[src/rtl/div_pkg.sv]
// Shared types and constants for the HI/LO divider.
package div_pkg;

  // One restoring iteration produces one quotient bit, so a 32-bit divide takes 32 steps.
  localparam int DIV_ITER = 32;

  typedef enum logic [1:0] {
    IDLE = 2'd0,
    DIV  = 2'd1,
    DONE = 2'd2
  } state_t;

endpackage

[src/rtl/div_step.sv]
// One restoring radix-2 division step: shift {rem, quo} left by one and
// subtract the divisor when it fits, setting the new quotient bit.
module div_step #(
  parameter int WIDTH = 32
) (
  input  logic [WIDTH-1:0] i_rem,
  input  logic [WIDTH-1:0] i_quo,
  input  logic [WIDTH-1:0] i_divisor,
  output logic [WIDTH-1:0] o_rem,
  output logic [WIDTH-1:0] o_quo
);

  logic [WIDTH:0] w_shifted;
  logic [WIDTH:0] w_diff;
  logic           w_fits;

  assign w_shifted = {i_rem, i_quo[WIDTH-1]};
  assign w_diff    = w_shifted - {1'b0, i_divisor};

  // The shifted value is always below 2*divisor (or below 2^WIDTH when the
  // divisor is zero), so a clear borrow bit means the subtraction fits.
  assign w_fits = ~w_diff[WIDTH];

  always_comb begin
    o_rem = w_shifted[WIDTH-1:0];
    o_quo = {i_quo[WIDTH-2:0], 1'b0};
    if (w_fits) begin
      o_rem = w_diff[WIDTH-1:0];
      o_quo = {i_quo[WIDTH-2:0], 1'b1};
    end
  end

endmodule

[src/rtl/hilo_div.sv]
// Iterative DIV/DIVU unit for the execute stage; result = {remainder, quotient}
// goes straight into HI/LO when valid pulses.
module hilo_div
  import div_pkg::*;
#(
  parameter int WIDTH = DIV_ITER
) (
  input  logic                 clk,
  input  logic                 rst,
  input  logic                 start,
  input  logic                 is_signed,
  input  logic [WIDTH-1:0]     a,
  input  logic [WIDTH-1:0]     b,
  input  logic                 annul,
  output logic                 busy,
  output logic                 valid,
  output logic [2*WIDTH-1:0]   result
);

  localparam int CNT_W = $clog2(WIDTH) + 1;
  localparam logic [CNT_W-1:0] LAST_CNT = CNT_W'(WIDTH - 1);

  state_t r_state;
  state_t w_nextState;

  logic                 r_signQ;
  logic                 r_signR;
  logic [WIDTH-1:0]     r_divisor;
  logic [WIDTH-1:0]     r_rem;
  logic [WIDTH-1:0]     r_quo;
  logic [CNT_W-1:0]     r_cnt;
  logic [2*WIDTH-1:0]   r_result;

  logic                 w_accept;
  logic                 w_lastIter;
  logic [WIDTH-1:0]     w_aMag;
  logic [WIDTH-1:0]     w_bMag;
  logic [WIDTH-1:0]     w_remNext;
  logic [WIDTH-1:0]     w_quoNext;
  logic [WIDTH-1:0]     w_quoFinal;
  logic [WIDTH-1:0]     w_remFinal;

  assign w_accept   = (r_state == IDLE) && start && !annul;
  assign w_lastIter = (r_cnt == LAST_CNT);

  // Negation wraps modulo 2^WIDTH, so the most negative value keeps its bit pattern.
  assign w_aMag = (is_signed && a[WIDTH-1]) ? (~a + 1'b1) : a;
  assign w_bMag = (is_signed && b[WIDTH-1]) ? (~b + 1'b1) : b;

  div_step #(
    .WIDTH(WIDTH)
  ) u_step (
    .i_rem     (r_rem),
    .i_quo     (r_quo),
    .i_divisor (r_divisor),
    .o_rem     (w_remNext),
    .o_quo     (w_quoNext)
  );

  assign w_quoFinal = r_signQ ? (~w_quoNext + 1'b1) : w_quoNext;
  assign w_remFinal = r_signR ? (~w_remNext + 1'b1) : w_remNext;

  always_ff @(posedge clk) begin
    if (!rst) begin
      r_state <= IDLE;
    end else begin
      r_state <= w_nextState;
    end
  end

  always_comb begin
    w_nextState = r_state;
    busy        = 1'b0;
    valid       = 1'b0;
    case (r_state)
      IDLE: begin
        if (start) begin
          w_nextState = DIV;
        end
      end
      DIV: begin
        busy = 1'b1;
        if (w_lastIter) begin
          w_nextState = DONE;
        end
      end
      DONE: begin
        busy        = 1'b1;
        valid       = 1'b1;
        w_nextState = IDLE;
      end
      default: begin
        w_nextState = IDLE;
      end
    endcase
    if (annul) begin
      w_nextState = IDLE;
    end
  end

  // An annulled final iteration must not disturb the previously written result.
  always_ff @(posedge clk) begin
    if (!rst) begin
      r_signQ   <= 1'b0;
      r_signR   <= 1'b0;
      r_divisor <= '0;
      r_rem     <= '0;
      r_quo     <= '0;
      r_cnt     <= '0;
      r_result  <= '0;
    end else if (w_accept) begin
      r_signQ   <= is_signed & (a[WIDTH-1] ^ b[WIDTH-1]);
      r_signR   <= is_signed & a[WIDTH-1];
      r_divisor <= w_bMag;
      r_rem     <= '0;
      r_quo     <= w_aMag;
      r_cnt     <= '0;
    end else if ((r_state == DIV) && !annul) begin
      r_rem <= w_remNext;
      r_quo <= w_quoNext;
      r_cnt <= r_cnt + CNT_W'(1);
      if (w_lastIter) begin
        r_result <= {w_remFinal, w_quoFinal};
      end
    end
  end

  assign result = r_result;

endmodule

[config.mk]
export PLATFORM = sky130hd
export DESIGN_NAME = hilo_div
export DESIGN_NICKNAME = d
export VERILOG_FILES = /design/src/rtl/div_pkg.sv /design/src/rtl/div_step.sv /design/src/rtl/hilo_div.sv
export SDC_FILE = /design/constraint.sdc
export NUM_CORES = 1
export LEC_CHECK = 0
export CAP_MARGIN = 20
export CORE_MARGIN = 2
export CORE_UTILIZATION = 30
export CTS_CLUSTER_DIAMETER = 40
export DETAILED_ROUTE_END_ITERATION = 10
export GPL_TIMING_DRIVEN = 0
export PLACE_DENSITY = 0.44
export SETUP_SLACK_MARGIN = 0.2
export SKIP_LAST_GASP = 1
export SLEW_MARGIN = 20
export SYNTH_ARGS = -nofsm -noshare
export SYNTH_HDL_FRONTEND = slang
export SYNTH_SLANG_ARGS = --single-unit
[constraint.sdc]
create_clock -name clk -period 11.1 [get_ports clk]
set_clock_uncertainty 0.1 [all_clocks]
set_input_delay 2.22 -clock clk [delete_from_list [all_inputs] [get_ports clk]]
set_output_delay 2.22 -clock clk [all_outputs]
set_load 0.01 [all_outputs]
* After elaboration in Yosys (flattened, before gate mapping) *
Index checks and enable logic that the tools add are counted.

word-level totals
  register bits after elaboration = 170
  input bits = 69
  output and inout bits = 66

operators by class
  add/subtract/negate cells = 6
  equality and inequality tests = 5
  mux-type cells = 13
  bitwise gates (word level) = 9
  reduce and logical (&&, ||, !) cells = 13

operators with widths
  kind                     count
  $mux W32                 7
  $add A32 B1 Y32 const B  4
  $not A32 Y32             4
  $sub A33 B32 Y33         1
  $add A6 B1 Y6 const B    1
  $eq A6 B5 Y1 const B     1
  $reduce_or A2 Y1         3
  $logic_and A1 B1 Y1      5
  $mux W2                  2
  $ne A2 B2 Y1 const B     2
  $pmux W2 S2              1
  $mux W1                  3
  $reduce_and A3 Y1        1
  $and A1 B1 Y1            2
  $eq A2 B1 Y1 const B     1
  $eq A2 B2 Y1 const B     1
  $logic_not A2 Y1         1
  $not A1 Y1               2
  $reduce_and A2 Y1        1
  $reduce_bool A2 Y1       1
  $logic_not A1 Y1         1
  $xor A1 B1 Y1            1

* Longest topological paths before layout *
  depth in word-level cells = 5
  mapped depth = 27
  depth with buffers taken out = 23

* Modules after synthesis *
From an unflattened synthesis, not the netlist that was laid out.

second synthesis, totals
  cells, all modules = 1482
  area total of the unflattened synthesis = 11599.9 µm²

by module, submodules not included
  module    instances  cells each  area an instance (µm²)  seq. area each (µm²)
  hilo_div  1          1140        9111.2                  3403.3
  div_step  1          342         2488.6                  0.0

* Worst setup path before layout *
Ideal clock, no wire load.

  kind = flip-flop to flip-flop
  start point = register r_quo[31]
  end point = register r_result[62] (netlist: result[62])
  arrival = 4815 ps
  data required time = 10876 ps
  setup slack = 6061 ps
  stages on the path, launching flop included = 24
  buffers on the path = 3
  clock period less this slack = 5039 ps
  path through = dfxtp_1 inv_1 ha_1 inv_1 fa_1 a211oi_4 o31ai_2 o221ai_2 a21oi_2 nor4_2 nor2_2 inv_2 buf_4 buf_2 buf_6 o21ai_0 inv_1 ha_1 or4b_1 o41ai_4 nand3_2 o31ai_1 xor2_1 o21ai_1

between the ends
  cells in the longest elaborated chain, start to end = 5

ends and longest elaborated chain
  item                    line             text
  from (decl)             hilo_div.sv:30   logic [WIDTH-1:0] r_quo;
  from (signal assigned)  hilo_div.sv:116  r_quo <= w_aMag;
  from (signal assigned)  hilo_div.sv:120  r_quo <= w_quoNext;
  $sub A33 B32 Y33        div_step.sv:18   assign w_diff = w_shifted - {1'b0, i_divisor};
  $mux W32 (*)            div_step.sv:27   if (w_fits) begin
  $not A32 Y32            hilo_div.sv:61   assign w_remFinal = r_signR ? (~w_remNext + 1'b1) : w_remNext;
  $add A32 B1 Y32         hilo_div.sv:61
  $mux W32 (*)            hilo_div.sv:61
  to (signal assigned)    hilo_div.sv:123  r_result <= {w_remFinal, w_quoFinal};
  to (decl)               hilo_div.sv:32   logic [2*WIDTH-1:0] r_result;

Mark *: on every way between the ends. The rest lies on a longest branch, timed or not.
A chain may end at the register's enable or synchronous reset.

* Worst setup path after layout *
Ends and elaborated chain as after synthesis.

==> flow_summary.yaml <==
status:
  outcome: "finished, final reports clean"
power:
  power_frac_clock_pct: 33.3
  powerDensity_mw_per_mm2: 132
  switching_power_mw: 0.738
  total_power_mw: 1.95
  max_ir_drop_vdd_uv: 103
  p_leak_nw: 6.01
  p_seq_share_pct: 33.4
  p_sw_share_pct: 37.9
  design_internal_power_mw: 1.21
  power_frac_comb_pct: 33.3
placed_design:
  pre_cts_ws_ps: 4520
  io_buffers: 133
  placement.cell_area_mm2: 0.0141
  placed_cells_incl_taps: 2198
  dpl.hpwl_mm: 36.9
  place_congestion: 0.876
cts:
  post-cts-setup-buffers: 0
  hold_buffers: 0
  cts_buffers: 17
  clk_latency_worst_skew_pair_ps: 460
  cts_resized: 0
  clock_path_buffers: 2
  cts-htree-levels: 4
  clock_transition_at_the_registers_of_the_reported_paths_ps: 80
  tritoncts_clock_tree: "done"
  cts.sinks: 170
  clockRootBuffer: "sky130_fd_sc_hd__clkbuf_16"
worst_hold_path:
  worst_hold_path.num_cells: 2
  timing.hold.worst.start: "result[60]"
  hp-class: "flip-flop to flip-flop"
  hold-path-endpoint: "result[60]"
die:
  floorplan_core_area_mm2: 0.0397
  ioPinCount: 135
  floorplan.initialDensity_pct: 30.4
  die_width_um: 205
  chipHeight_um: 205
  placement_rows: 73
  floorplan.die_area_mm2: 0.0419
critical_path:
  criticalPathCategory: "flip-flop to flip-flop"
  worst_r2r_endpoint: "result[62]"
  worstPathCellList: "inv_1 > ha_1 > inv_1 > fa_1 > a211oi_4 > o31ai_2 > o221ai_2 > a21oi_2 > nor4_4 > nor2_2 > inv_2 > buf_4 > buf_2 > buf_6 > o21ai_0 > inv_1 > ha_1 > or4b_1 > o41ai_4 > nand3_2 > o31ai_1 > xor2_1 > o21ai_1"
  crit_path_max_fanout: 10
  worst-r2r-cell-count: 23
  critical_path.startpoint_type: "flip-flop"
  worst_path_arrival_ps: 6490
  start_of_the_worst_register_to_register_path: "r_quo[31]"
  endpoint_kind: "flip-flop"
  max_stage_delay_ps: 590
  cp_common_cell: "sky130_fd_sc_hd__inv_1"
  worst-r2r-setup-slack_ps: 4850
  cp.required_ps: 11340
  worst_path_max_delay_cell: "sky130_fd_sc_hd__or4b_1"
drt:
  routed_wl_mm: 46.9
  vias_per_cell: 5.36
  drt-pass1-iter-count: 6
  post_drt_wl_per_cell_um: 21.0
  drcViolationCount: 0
  detail-route-antenna-nets: 0
  dr_wl_met2_mm: 21.3
  drt_first_iter_violations: 935
  met3_wirelength_mm: 1.93
  via_count: 12000
  routed.top_layer: "met4"
  met1_length_mm: 22.9
global_routing:
  grt-ovfl-total: 0
  grt.total_usage_pct: 22.4
  grt_first_pass_wirelength_mm: 71.1
  grt_pass1_vias: 11600
  grt_max_degree: 18
  antenna_found_initial: 0
cells_and_area:
  layout_commonest_cell: "sky130_fd_sc_hd__nand2_1"
  nets: 1804
  postLayoutCellArea_mm2: 0.0147
  post_route_cells_drive_above_1_share_pct: 5.45
  layout_common_cells: "212 x sky130_fd_sc_hd__nand2_1, 170 x sky130_fd_sc_hd__dfxtp_1, 133 x sky130_fd_sc_hd__clkdlybuf4s50_1"
  syn2layout_area_growth_pct: 21.6
  finalNonFillerCells: 2231
synth:
  synth.distinct_cells: 86
  synth-edff-count: 0
  yosysWarningCount: 0
  synth_sequential_area_ratio_pct: 28.1
  synth.cell_area_mm2: 0.0121
  syn-instance-count: 1540
  synth-async-reset-ratio_pct: 0
  ys_ff_latch: 170
  post_syn_nets: 1652
  synth-main-ff-cell: "sky130_fd_sc_hd__dfxtp_1"
  synthesis.area_per_instance_um2: 7.85
timing:
  fin_crit_sh_pct: 56.3
  period_needed_ps: 6250
  tns_ps: 0
  drv_slew: 0
  final-hold-violation-count: 0
  timing.max_slew.rel_slack_pct: 41.3
  rsz0062_at_grt: "false"
  tightestPinTransition_ps: 880
  timing.final.setup_violations: 0
  timing.final.ws_setup_ps: 4850
  timing.fmax_mhz: 160
flow_run:
  maxCapViolations: 0
==> power by group through the flow <==
stage | sequential (mW) | combinational [mW] | clock [mW]
2_1_floorplan | 0.658 | 0.436 | 0
3_3_place_gp | 0.665 | 0.642 | 0
3_5_place_dp | 0.665 | 0.643 | 0
4_1_cts | 0.650 | 0.646 | 0.656
5_1_grt | 0.654 | 0.709 | 0.680
6_report | 0.651 | 0.650 | 0.648
==> worst max path at each step <==
stage / from / endpoint / slack, ps / depth (start not counted)
after floorplan: r_quo[31] / result[62] / 6060 / 23
after global placement: r_quo[31] / result[62] / 4620 / 23
after detailed placement: r_quo[31] / result[62] / 4520 / 23
after CTS: r_quo[31] / result[62] / 4520 / 23
after global routing: r_quo[31] / result[62] / 4500 / 23
final: r_quo[31] / result[62] / 4850 / 23
==> layer usage <==
| metal | track usage, % | vias to the layer above |
|---|---|---|
| met5 | 0 | - |
| met4 | 5.64 | 0 |
| met3 | 2.67 | 40 |
| met2 | 35.9 | 298 |
| met1 | 31.8 | 5741 |
| li1 | - | 5880 |
==> critical path, delay by kind of cell (launching register included) <==
| family | cells | cell delay [ps] |
|---|---|---|
| flops | 1 | 350 |
| buf+inv | 7 | 1100 |
| simple gates | 4 | 1510 |
| compound gates | 8 | 2010 |
| fa+ha+maj | 3 | 850 |
| xor+xnor | 1 | 180 |
==> through the flow <==
step | hold WS [ps] | util, %
2_1_floorplan | 344 | -
3_3_place_gp | 355 | 35.4
3_5_place_dp | 356 | 35.5
4_1_cts | 367 | 37.0
5_1_grt | 385 | 37.0
6_report | 362 | 37.0
==> kinds of logic (layout without fill, tap and decap cells) <==
logic type | after synthesis | count (layout) | synth area share, %
xor+xnor | 125 | 125 | 9.05
other cells | 0 | 1 | 0
fa+ha+maj | 43 | 43 | 4.51
simple gates | 569 | 569 | 22.6
flops | 170 | 170 | 28.1
mux | 35 | 35 | 2.98
buf+inv | 157 | 322 | 5.61
compound gates | 441 | 441 | 27.1
==> area by class of cell <==
cell class                      count  area (um2)
Fill cell                        4179       25000
Multi-Input combinational cell   1213        8030
Sequential cell                   170        3400
Timing Repair Buffer              133        1330
Tap cell                          525         657
Buffer                            102         472
Clock buffer                       17         425
Inverter                           55         206
Clock inverter                     15         181
Antenna cell                        1        2.50
==> registers in the layout, summed over array words and instances (netlist names) <==
register and flops:
r_cnt 6, r_divisor 32, r_quo 32, r_rem 32
r_signQ 1, r_signR 1, r_state 2, result 64
==> Yosys cell counts, types with 42 or more instances <==
cell type | instances | area [um2]
sky130_fd_sc_hd__nand2_1 | 212 | 796
sky130_fd_sc_hd__dfxtp_1 | 170 | 3400
sky130_fd_sc_hd__nor2_1 | 97 | 364
sky130_fd_sc_hd__a21oi_1 | 82 | 410
sky130_fd_sc_hd__o21ai_0 | 76 | 380
sky130_fd_sc_hd__clkbuf_1 | 74 | 278
sky130_fd_sc_hd__xor2_1 | 69 | 604
sky130_fd_sc_hd__o211a_1 | 66 | 661
sky130_fd_sc_hd__xnor2_1 | 56 | 490
sky130_fd_sc_hd__inv_1 | 54 | 203
sky130_fd_sc_hd__nand3_1 | 50 | 250
sky130_fd_sc_hd__nor3_1 | 43 | 215
sky130_fd_sc_hd__ha_1 | 42 | 526
(Power assumes the default switching activity.)
